## src/rtl/hssl_tx_align_pkg.sv

```systemverilog
// Shared constants and types for the HSSL transmit alignment generator.
// The stats counter in the top level is enabled by defining HSSL_TX_ALIGN_STATS_EN.
package hssl_tx_align_pkg;

  localparam logic [7:0]  K28_5      = 8'hBC;
  localparam logic [31:0] ALIGN_WORD = {8'h4A, 8'h4A, 8'h4A, K28_5};
  localparam logic [3:0]  ALIGN_KCHR = 4'b0001;

  typedef enum logic [1:0] {
    RUN_ST   = 2'b00,
    BURST_ST = 2'b01
  } align_state_t;

  // Only the K flag of byte 0 matters: the comma character lives in byte 0.
  function automatic logic is_comma(input logic [31:0] data, input logic k0);
    return (data == ALIGN_WORD) && k0;
  endfunction

endpackage

```

## src/rtl/hssl_tx_align_timer.sv

```systemverilog
// Tracks non-comma run length on the registered tx output and raises force one
// cycle ahead so the next output word is guaranteed to be a comma.
module hssl_tx_align_timer
  import hssl_tx_align_pkg::*;
#(
  parameter int ALIGN_PERIOD = 256
) (
  input  logic        clk,
  input  logic        reset_n,
  input  logic [31:0] i_tx_data,
  input  logic        i_tx_k0,
  output logic        o_force
);

  localparam int            PW       = $clog2(ALIGN_PERIOD);
  localparam logic [PW-1:0] FORCE_AT = PW'(ALIGN_PERIOD - 2);
  localparam logic [PW-1:0] CNT_ONE  = PW'(1);

  logic [PW-1:0] r_period_cnt;
  logic          w_comma;

  assign w_comma = is_comma(i_tx_data, i_tx_k0);

  // Period counter: peaks at ALIGN_PERIOD-1, so it never wraps.
  always_ff @(posedge clk or negedge reset_n) begin
    if (!reset_n) begin
      r_period_cnt <= '0;
    end else if (w_comma) begin
      r_period_cnt <= '0;
    end else begin
      r_period_cnt <= r_period_cnt + CNT_ONE;
    end
  end

  assign o_force = (r_period_cnt == FORCE_AT);

endmodule

```

## src/rtl/hssl_tx_align_gen.sv

```systemverilog
// HSSL tx alignment generator: comma burst after reset/resync, 1-cycle frame pass-through,
// periodic forced commas. Define HSSL_TX_ALIGN_STATS_EN to build the forced-comma counter.
module hssl_tx_align_gen
  import hssl_tx_align_pkg::*;
#(
  parameter int BURST_LEN    = 16,
  parameter int ALIGN_PERIOD = 256
) (
  input  logic        clk,
  input  logic        reset_n,
  input  logic [31:0] txdata_in,
  input  logic [3:0]  txcharisk_in,
  input  logic        txvld_in,
  output logic        txrdy_out,
  input  logic        resync_req_in,
  output logic [31:0] tx_data_out,
  output logic [7:0]  tx_charisk_out,
  output logic [1:0]  align_state_out,
  output logic [15:0] forced_cnt_out
);

  localparam int            BW         = (BURST_LEN > 1) ? $clog2(BURST_LEN) : 1;
  localparam logic [BW-1:0] BURST_LAST = BW'(BURST_LEN - 1);
  localparam logic [BW-1:0] BURST_ONE  = BW'(1);

  align_state_t  r_state;
  logic [BW-1:0] r_burst_cnt;
  logic [31:0]   r_tx_data;
  logic [7:0]    r_tx_charisk;
  logic          w_force;
  logic          w_run;
  logic          w_xfer;

  hssl_tx_align_timer #(
    .ALIGN_PERIOD (ALIGN_PERIOD)
  ) u_timer (
    .clk       (clk),
    .reset_n   (reset_n),
    .i_tx_data (r_tx_data),
    .i_tx_k0   (r_tx_charisk[0]),
    .o_force   (w_force)
  );

  // Ready depends only on registered state, never on txvld_in.
  assign w_run     = (r_state == RUN_ST);
  assign txrdy_out = w_run && !w_force;
  assign w_xfer    = txvld_in && txrdy_out;

  // Alignment FSM: resync always wins, including over a pending force.
  always_ff @(posedge clk or negedge reset_n) begin
    if (!reset_n) begin
      r_state     <= BURST_ST;
      r_burst_cnt <= '0;
    end else begin
      case (r_state)
        BURST_ST: begin
          if (resync_req_in) begin
            r_state     <= BURST_ST;
            r_burst_cnt <= '0;
          end else if (r_burst_cnt == BURST_LAST) begin
            r_state     <= RUN_ST;
            r_burst_cnt <= '0;
          end else begin
            r_state     <= BURST_ST;
            r_burst_cnt <= r_burst_cnt + BURST_ONE;
          end
        end
        RUN_ST: begin
          if (resync_req_in) begin
            r_state     <= BURST_ST;
            r_burst_cnt <= '0;
          end else begin
            r_state     <= RUN_ST;
            r_burst_cnt <= '0;
          end
        end
        default: begin
          r_state     <= BURST_ST;
          r_burst_cnt <= '0;
        end
      endcase
    end
  end

  // Output register: accepted word or the comma filler.
  always_ff @(posedge clk or negedge reset_n) begin
    if (!reset_n) begin
      r_tx_data    <= ALIGN_WORD;
      r_tx_charisk <= {4'h0, ALIGN_KCHR};
    end else if (w_xfer) begin
      r_tx_data    <= txdata_in;
      r_tx_charisk <= {4'h0, txcharisk_in};
    end else begin
      r_tx_data    <= ALIGN_WORD;
      r_tx_charisk <= {4'h0, ALIGN_KCHR};
    end
  end

  assign tx_data_out     = r_tx_data;
  assign tx_charisk_out  = r_tx_charisk;
  assign align_state_out = r_state;

`ifdef HSSL_TX_ALIGN_STATS_EN
  logic [15:0] r_forced_cnt;

  // Saturating count of forced insertions actually taken in RUN.
  always_ff @(posedge clk or negedge reset_n) begin
    if (!reset_n) begin
      r_forced_cnt <= 16'h0000;
    end else if (w_run && w_force && !resync_req_in && (r_forced_cnt != 16'hFFFF)) begin
      r_forced_cnt <= r_forced_cnt + 16'h0001;
    end else begin
      r_forced_cnt <= r_forced_cnt;
    end
  end

  assign forced_cnt_out = r_forced_cnt;
`else
  assign forced_cnt_out = 16'h0000;
`endif

endmodule

```

## config.mk

```make
export PLATFORM = sky130hd
export DESIGN_NAME = hssl_tx_align_gen
export DESIGN_NICKNAME = d
export VERILOG_FILES = /design/src/rtl/hssl_tx_align_pkg.sv /design/src/rtl/hssl_tx_align_timer.sv /design/src/rtl/hssl_tx_align_gen.sv
export SDC_FILE = /design/constraint.sdc
export NUM_CORES = 1
export LEC_CHECK = 0
export BUFFER_PORTS_ARGS = -buffer_cell sky130_fd_sc_hd__buf_2
export CAP_MARGIN = 10
export CELL_PAD_IN_SITES_DETAIL_PLACEMENT = 0
export CELL_PAD_IN_SITES_GLOBAL_PLACEMENT = 1
export CORE_ASPECT_RATIO = 2
export CORE_MARGIN = 3
export CORE_UTILIZATION = 35
export DETAILED_ROUTE_END_ITERATION = 7
export PLACE_DENSITY = 0.9
export SLEW_MARGIN = 20
export SYNTH_ARGS = -nofsm -noshare
export SYNTH_HDL_FRONTEND = slang
export SYNTH_SLANG_ARGS = --single-unit
export TNS_END_PERCENT = 10
```

## constraint.sdc

```tcl
create_clock -name clk -period 2.4 [get_ports clk]
set_input_delay 0.12 -clock clk [delete_from_list [all_inputs] [get_ports clk]]
set_output_delay 0.12 -clock clk [all_outputs]
set_load 0.01 [all_outputs]
```

==> results by group, run 1 <==
Die
  – Die ar.: 6800 um^2
  – Die height: 114 um
  – Row cnt: 38
  – IO Count: 99
  – Die X: 59.8 um
  – Initial Utilization: 36.8%
  – Core footprint: 5520 um^2

Drt
  – Avg WL per Cell: 14.2 um
  – Number of routed nets with antenna violations: 0
  – Vias: 1443
  – First-pass DRT Iterations: 4
  – Drt drc: 0
  – WL final: 4420 um
  – Vias per Instance: 4.64
  – Initial DRC Count: 25

Timing
  – Final TNS setup: 0 ps
  – Minimum clock period: 1760 ps
  – Worst Clk Skew: 4.63 ps
  – Final setup vio count: 0
  – Worst rel slew slack: 61.1%
  – Final Hold Slack: 3.93 ps
  – Worst-Margin Slew: 584 ps
  – FMAX: 567 MHz
  – Fin worst setup slack: 637 ps
  – RSZ-0062 raised after global routing: false
  – Final Hold Fails: 0
  – Period utilisation layout: 73.4%
  – Max Slew Vio Count: 0

Setup path
  – Critical path class: reg -> reg
  – Crit path launch type: flop
  – Critical Path Fanout Max: 8
  – Reg-to-reg slack, setup: 640 ps
  – CP Capture Type: flop
  – Critical Path RT: 2580 ps
  – Worst Path Arrival: 1940 ps

Global route
  – GRT busiest layer: met2
  – Vias in the first global route: 1422
  – Antenna violations before repair: 0
  – Met2 GRT Util: 24.1%
  – GR Util met3: 3.74%
  – Gr usage total: 14.0%
  – Met1 GRT Util: 14.8%
  – First-pass GRT wire length: 6900 um
  – Remaining Overflow, GRT: 0
  – Largest net degree at the start of global routing: 50

Yosys
  – YS warnings: 0
  – Top cell type's share of synthesized area: 40.7%
  – Post-Syn Instances: 164
  – Yosys cell types: 29
  – Ranking of synthesized cells by area: dfrtp_1, dfstp_2, buf_4
  – Largest area contributor in the netlist: dfrtp_1
  – Mapped Area: 2030 um^2
  – Syn avg cell area: 12.4 um^2
  – Seq cells post-synth: 49
  – Seq/Total Area, Yosys: 61.5%

Pwr
  – VDD IR max: 0.000720 V
  – Pwr Density: 616 nW/um^2
  – Leak: 1.42 nW

Clocking
  – Worst-skew pair later-pin latency: 300 ps
  – Post-CTS Setup Inserts: 0
  – Worst-path clk slew: 90 ps
  – Total CTS buffers: 5
  – CTS Buffer Depth: 2
  – Clock root cell: clkbuf_8
  – CTS tree: yes
  – H-tree depth: 2
  – Post_cts resized: 0
  – CTS Hold Bufs: 7
  – Number of clock sinks: 49

Layout
  – Area occupied by multi-input gates: 663 um^2
  – Most common cell after layout, fill and taps aside: buf_2
  – Nets: 293
  – Seq. cell area: 1250 um^2
  – Area delta synth->final: 28.3%
  – Fillcell total: 520
  – Inserted Diodes: 0
  – Most frequent cells in the layout: buf_2, dfrtp_1, and3_1
  – Layout cells sized above 1: 42.2%

Hold path
  – Worst hold path class: in -> reg

Place
  – Port bufs: 77
  – Gp weighted congestion: 0.829
  – Placement Setup Slack: 613 ps
  – Dpl hpwl: 3470 um

Status
  – Status: finished, final reports clean

Run
  – Max Cap Viol: 0
==> critical path, cell delays in order, from the launching register on <==
cell and delay, ps:
dfstp_2 530, nand4_1 120, or4_4 440, nor4_4 450
nor2_1 100
==> registers in the layout, indices dropped and copies added (netlist names) <==
| name | flops |
|---|---|
| align_state_out | 1 |
| r_burst_cnt | 4 |
| tx_charisk_out | 4 |
| tx_data_out | 32 |
| u_timer.r_period_cnt | 8 |
==> logic make-up after synthesis <==
kind of cell | count (synthesis) | share of synthesized area [%]
buffers and inverters | 29 | 9.51
flip-flops | 49 | 61.5
XOR/XNOR | 7 | 3.02
AO/OA/AOI/OAI | 5 | 2.28
AND/OR/NAND/NOR | 70 | 21.7
adder cells (fa/ha/maj) | 3 | 1.85
other | 1 | 0.185
==> area by class of cell <==
class / count / area share, %
Sequential cell: 49 / 47.9
Multi-Input combinational cell: 106 / 25.5
Timing Repair Buffer: 86 / 18.3
Tap cell: 60 / 2.89
Clock buffer: 5 / 2.65
Clock inverter: 3 / 2.50
Inverter: 2 / 0.289
==> report_power, final <==
part           switching, mW  internal [mW]  leakage (nW)  total [mW]
Combinational         0.0469         0.0401         0.721      0.0870
Sequential           0.00427          0.831         0.627       0.835
Clock                  0.267          0.414        0.0681       0.681
Total                  0.318           1.28          1.42        1.60
==> through the flow <==
step	area, um^2	utilization, %	total power, mW	std cells
3_5_place_dp	2380	43.2	0.927	295
6_report	2600	47.2	1.60	311
3_3_place_gp	2380	43.2	0.925	295
2_1_floorplan	2100	-	0.905	184
4_1_cts	2590	46.9	1.62	310
5_1_grt	2600	47.2	1.66	311
==> per-layer routing <==
layer / vias to the layer above / wire [um]
met5: - / 0
met4: 0 / 123
met3: 7 / 282
met2: 58 / 2580
met1: 701 / 1430
li1: 677 / -
==> Yosys cell counts <==
library cell / count
and3_1: 22
nand3_1: 5
a311oi_1: 1
buf_4: 22
clkbuf_1: 4
buf_2: 1
nor4bb_1: 1
nor2b_1: 1
and2_1: 1
nand2_1: 2
and2_2: 1
dfrtp_1: 33
xor2_1: 5
nor3b_1: 1
nand2b_1: 16
a21o_1: 2
inv_1: 2
dfstp_2: 16
nor4_4: 1
nor2_1: 10
nand3b_1: 1
a31oi_1: 1
xnor2_1: 2
a41oi_2: 1
nand4_1: 3
or4_4: 1
nor4b_1: 4
conb_1: 1
ha_1: 3
==> path summary, 6_finish.rpt <==
check | cells past startpoint | to | from
worst max-delay path | 4 | u_timer.r_period_cnt[3] | tx_data_out[5]
worst min-delay path | 2 | tx_data_out[22] | txdata_in[22]
worst max register to register | 4 | u_timer.r_period_cnt[3] | tx_data_out[5]
worst min register to register | 1 | r_burst_cnt[3] | r_burst_cnt[3]
max in group asynchronous | 2 | tx_charisk_out[1] | reset_n
min in group asynchronous | 2 | tx_data_out[16] | reset_n
Note: power is estimated with default switching activity, not from simulation.
==> run 2: changes to the inputs <==
- ABC_AREA: default -> 1
- CORE_UTILIZATION: 35 -> 34
- PLACE_DENSITY: 0.9 -> 0.89
- clock period: 2.4 -> 1.8 ns (I/O delays scaled with it)
==> run 2 against run 1 <==
Against the previous run:
- sequential power up 33%
- via count up 19%
- wire length up 10%
- worst setup slack worse by 440 ps
- utilization down 0.25 points
- first-iteration DRC count down 24%
- largest cell class unchanged
==> results by group, run 2 <==
Status
  – Status: finished, final reports clean

Setup path
  – Slowest cell on crit path: dfrtp_1
  – CP cell instances: inv_1 > ha_1 > nand4_2 > and2_4 > buf_2
  – Worst path buffer plus inverter count: 2
  – Worst Path Arrival: 1510 ps
  – Critical Path Fanout Max: 16
  – Launch point of the worst reg-to-reg path: tx_data_out[5]
  – Max incr delay on CP: 380 ps
  – Critical path class: reg -> out
  – CP Launch Point: u_timer.r_period_cnt[0]
  – CP Capture Type: output port
  – Critical Path RT: 1710 ps
  – Cell family with most CP delay: simple AND/OR/NAND/NOR gates
  – Crit path launch type: flop

Drt
  – Vias per Instance: 4.14
  – Routed wl met2: 2710 um
  – Top Metal Used: met4
  – Avg WL per Cell: 11.7 um
  – First-pass DRT Iterations: 4
  – WL final: 4880 um
  – Initial DRC Count: 19
  – Drt drc: 0
  – WL met1: 1690 um
  – Metal3 WL: 289 um
  – Vias: 1721
  – Number of routed nets with antenna violations: 0

Pwr
  – Leak: 1.81 nW
  – VDD IR max: 0.000716 V
  – Pwr Density: 776 nW/um^2
  – Total chip power: 2.32 mW

Clocking
  – Worst-path clk slew: 60 ps
  – CTS tree: yes
  – Number of clock sinks: 49
  – Worst-skew pair later-pin latency: 290 ps
  – CTS Buffer Depth: 2
  – H-tree depth: 2
  – Clock root cell: clkbuf_16
  – Total CTS buffers: 5

Die
  – Row cnt: 41
  – Die height: 121 um
  – Die ar.: 7640 um^2
  – Die X: 63.3 um
  – IO Count: 99
  – Initial Utilization: 35.1%
  – Core footprint: 6360 um^2

Global route
  – First-pass GRT wire length: 7870 um
  – Largest net degree at the start of global routing: 28
  – Gr usage total: 13.5%
  – Vias in the first global route: 1718
  – Antenna violations before repair: 0
  – Remaining Overflow, GRT: 0

Timing
  – Max Slew Vio Count: 0
  – FMAX: 624 MHz
  – Worst-Margin Slew: 550 ps
  – Period utilisation layout: 89.0%
  – Minimum clock period: 1600 ps
  – Worst rel slew slack: 63.4%
  – Worst Clk Skew: 7.35 ps
  – Final Hold Fails: 0
  – Final TNS setup: 0 ps
  – RSZ-0062 raised after global routing: false
  – Final setup vio count: 0
  – Final Hold Slack: 5.70 ps

Layout
  – Most frequent cells in the layout: buf_2, inv_1, nor2_1
  – Max FFs per register: 32
  – Area occupied by multi-input gates: 681 um^2
  – Most common cell after layout, fill and taps aside: buf_2
  – Fillcell total: 639
  – Seq. cell area: 1250 um^2
  – Inserted Diodes: 0
  – Nets: 372
  – Area delta synth->final: 33.5%
  – Fin util: 46.9%
  – Layout cells sized above 1: 34.8%

Yosys
  – Prevailing post-synth register cell: dfrtp_1
  – Largest area contributor in the netlist: dfrtp_1
  – Synth cell count leaders: inv_1, nor2_1, dfrtp_1, nand2_1, buf_4
  – Mapped Area: 2230 um^2
  – Seq/Total Area, Yosys: 55.8%
  – Post-Syn Instances: 231
  – Syn avg cell area: 9.67 um^2
  – YS warnings: 0
  – Seq cells post-synth: 49
  – Top cell type's share of synthesized area: 37.0%
  – Ys async rst share: 100%
  – Most frequent cell after synthesis: inv_1
  – Yosys cell types: 25
  – Ranking of synthesized cells by area: dfrtp_1, dfstp_2, inv_1
  – Number of synthesized flops with an enable pin: 0

Place
  – Dpl hpwl: 3600 um
  – Gp weighted congestion: 0.784
  – Port bufs: 77

Run
  – Max Cap Viol: 0

Hold path
  – Hold wc startpoint: txcharisk_in[0]
  – Worst hold path class: in -> reg
run 2: cell types whose count changed in the layout (fill, tap and decap cells not counted), sizes merged, moves of 4 or more:
cell,previous run,this run
nand2b,16,0
nand3b,1,17
and3,22,0
nand2,2,30
inv,2,45
dlygate4sd3,8,20
nor2,10,38
nor4b,4,0
nand3,5,9
run 2: path summary, 6_finish.rpt:
path | cells past startpoint | slack (ps) | to
worst min-delay path | 2 | 6 | tx_charisk_out[0]
worst max register to register | 7 | 390 | u_timer.r_period_cnt[6]
max in group asynchronous | 3 | 860 | align_state_out[0]
worst max-delay path | 5 | 200 | txrdy_out
worst min register to register | 1 | 460 | r_burst_cnt[0]
min in group asynchronous | 2 | 320 | tx_data_out[16]
run 2: where the power goes:
group / switching (mW) / total (mW) / internal [mW] / leakage (nW)
Sequential: 0.00378 / 1.11 / 1.11 / 0.627
Clock: 0.394 / 1.05 / 0.658 / 0.0810
Combinational: 0.0763 / 0.153 / 0.0762 / 1.10
Total: 0.474 / 2.32 / 1.84 / 1.81
run 2: final cells by class:
type / count / share of cell area [%]
timing repair buffer: 99 / 20.5
clock inverter: 2 / 1.30
inverter: 45 / 5.66
sequential: 49 / 41.8
clock buffer: 6 / 4.32
multi-input combinational: 129 / 22.8
tap: 86 / 3.61
run 2: cell families (layout without fill, tap and decap cells):
group	Yosys count	count (layout)	synth area share, %
AOI/OAI and AO/OA	2	2	0.560
xor gates and xnor gates	6	6	2.35
adders and majority gates	3	3	1.68
buffers and inverters	73	152	17.1
DFF	49	49	55.8
other	1	21	0.168
and+or+nand+nor	97	97	22.3
run 2: layer usage:
| layer | GRT usage [%] | vias to the layer above |
|---|---|---|
| li1 | - | 833 |
| met1 | 13.8 | 800 |
| met2 | 24.3 | 74 |
| met3 | 2.70 | 14 |
| met4 | 8.66 | 0 |
| met5 | 0 | - |
run 2: what timing repair did:
action	4_1_cts	5_1_grt
buffers inserted	0	0
endpoints found under the setup margin	0	0
resized for setup	0	0
hold buffers	20	0
hold endpoints to repair	33	0
run 2: through the flow:
stage	area, um^2	setup slack (ps)	std cells
global route	2980	120	416
detailed placement	2620	355	388
CTS	2980	172	416
finish	2980	199	416
floorplan	2310	573	251
global placement	2620	386	388
==> run 3: changes to the inputs <==
- CORE_UTILIZATION: 34 -> 33
- PLACE_DENSITY: 0.89 -> 0.88
- SYNTH_HIERARCHICAL: default -> 1
==> run 3 against run 2 <==
Against the previous run:
- sequential share of layout area down 0.43 points
- via count is 1.6% lower
- global-route usage is 0.89 points lower
- combinational power about the same
- utilization is 0.49 points higher
- cell count up 2.6%
- clock power is 8% lower
- worst setup slack gained 49 ps
==> results by group, run 3 <==
Timing
  – Worst Clk Skew: 3.85 ps
  – Final setup vio count: 0
  – Period utilisation layout: 86.3%
  – FMAX: 644 MHz
  – Final TNS setup: 0 ps
  – Minimum clock period: 1550 ps
  – Worst rel slew slack: 66.2%
  – Max Slew Vio Count: 0
  – Worst-Margin Slew: 507 ps
  – RSZ-0062 raised after global routing: false
  – Final Hold Fails: 0

Clocking
  – H-tree depth: 2
  – CTS tree: yes
  – Worst-path clk slew: 60 ps
  – CTS Hold Bufs: 28
  – Clock root cell: clkbuf_16
  – Worst-skew pair later-pin latency: 280 ps
  – CTS Buffer Depth: 2
  – Total CTS buffers: 5
  – Number of clock sinks: 49
  – Post-CTS Setup Inserts: 0
  – Post_cts resized: 0

Layout
  – Inserted Diodes: 0
  – Area delta synth->final: 39.1%
  – Max FFs per register: 32
  – Layout cells sized above 1: 33.4%
  – Nets: 383
  – Most frequent cells in the layout: buf_2, inv_1, nor2_1
  – Fillcell total: 632
  – Most common cell after layout, fill and taps aside: buf_2

Pwr
  – Switching component of the power: 0.454 mW
  – Flop pwr share: 49.9%
  – VDD IR max: 0.000612 V
  – Gate power share: 7.0%
  – Total chip power: 2.23 mW
  – Clock Power Share: 43.1%
  – Internal power: 1.78 mW
  – Leak: 1.77 nW
  – Pwr Density: 741 nW/um^2
  – Sw frac: 20.4%

Yosys
  – Largest area contributor in the netlist: dfrtp_1
  – Prevailing post-synth register cell: dfrtp_1
  – Seq/Total Area, Yosys: 57.5%
  – Ranking of synthesized cells by area: dfrtp_1, dfstp_2, inv_1
  – Most frequent cell after synthesis: inv_1
  – Seq cells post-synth: 49
  – Syn avg cell area: 9.39 um^2
  – Number of synthesized flops with an enable pin: 0
  – YS warnings: 6
  – Top cell type's share of synthesized area: 38.1%
  – Post-Syn Instances: 231
  – Synth cell count leaders: inv_1, nor2_1, dfrtp_1, nand2_1, buf_4
  – Mapped Area: 2170 um^2
  – Yosys cell types: 23
  – Ys async rst share: 100%

Die
  – Initial Utilization: 34.1%
  – Die X: 63.3 um
  – Core footprint: 6360 um^2
  – Die height: 121 um
  – Die ar.: 7640 um^2
  – Row cnt: 41
  – IO Count: 99

Place
  – Dpl hpwl: 3450 um
  – Port bufs: 77
  – Gp weighted congestion: 0.765

Global route
  – Vias in the first global route: 1672
  – Remaining Overflow, GRT: 0
  – Antenna violations before repair: 0
  – First-pass GRT wire length: 7420 um
  – Gr usage total: 12.6%
  – Largest net degree at the start of global routing: 37

Drt
  – Avg WL per Cell: 11.1 um
  – Metal3 WL: 252 um
  – Top Metal Used: met4
  – Vias: 1693
  – WL final: 4720 um
  – WL met1: 1640 um
  – Routed wl met2: 2700 um
  – Vias per Instance: 3.96
  – Number of routed nets with antenna violations: 0
  – Initial DRC Count: 44
  – Drt drc: 0
  – First-pass DRT Iterations: 4

Status
  – Status: finished, final reports clean

Hold path
  – Worst hold path class: in -> reg

Setup path
  – Crit path launch type: flop
  – Critical path class: reg -> out
  – Worst Path Arrival: 1460 ps
  – CP Capture Type: output port
  – Critical Path RT: 1710 ps
  – Critical Path Fanout Max: 3

Run
  – Max Cap Viol: 0
==> run 3: cell types whose count changed in the layout (fill, tap and decap cells not counted), moves of 2 or more <==
cell / change
nand3b_2: -9
clkinv_1: +2
or2_1: +9
nand3b_1: -6
nand3_1: -2
xnor2_1: +2
xor2_1: -2
or2_2: +6
dlygate4sd3_1: +8
clkbuf_8: +2
nand2_1: +2
==> run 3: worst max-delay path, cell delays in order (launching register included) <==
cell and delay (ps):
dfrtp_1 400, inv_1 80, ha_1 140, nand3_1 70, nor3_1 270, nor2_4 70
buf_2 150
==> run 3: layout make-up <==
cell class,instances,area (um^2),share of cell area (%)
flip-flops and latches,49,1250,41.3
repair buffers,106,686,22.7
multi-input cells,131,642,21.3
inverters,47,176,5.85
clock buffers,7,153,5.06
well taps,86,108,3.57
clock inverters,1,5.00,0.166
==> run 3: cells by family after synthesis <==
kind of cell	Yosys count	share of synthesized area, %
and+or+nand+nor	101	21.8
adders and majority gates	3	1.73
buffers and inverters	71	16.4
xor gates and xnor gates	6	2.42
other	1	0.173
DFF	49	57.5
==> run 3: final timing paths <==
check	from	end	slack, ps	cells after the start
max	u_timer/r_period_cnt[0]	txrdy_out	250	6
min	txdata_in[10]	tx_data_out[10]	10	3
max reg2reg	u_timer/r_period_cnt[0]	tx_data_out[2]	260	7
min reg2reg	r_burst_cnt[0]	r_burst_cnt[0]	500	1
max in group asynchronous	reset_n	tx_data_out[27]	890	3
min in group asynchronous	reset_n	tx_charisk_out[3]	310	2
==> run 3: power groups by stage <==
stage	Sequential (mW)	Clock (mW)	Combinational, mW
2_1_floorplan	1.13	0	0.0723
6_report	1.11	0.963	0.156
3_3_place_gp	1.13	0	0.107
4_1_cts	1.11	1.01	0.156
3_5_place_dp	1.13	0	0.108
5_1_grt	1.11	1.05	0.175
==> run 3: metrics by stage <==
stage               setup WS [ps]  utilization [%]  instance area [um^2]  cells  hold WS [ps]
floorplan                     391                -                  2240    251          -206
global placement              300             40.5                  2580    391          82.0
CTS                           224             47.4                  3020    427         0.525
finish                        247             47.4                  3020    427          11.9
detailed placement            263             40.5                  2580    391          84.8
global route                  108             47.4                  3020    427          10.5
==> run 3: metal layers <==
layer / GRT usage (%) / vias to the layer above
met1: 12.6 / 781
met5: 0 / -
met4: 6.22 / 0
met2: 23.8 / 64
li1: - / 839
met3: 2.88 / 9
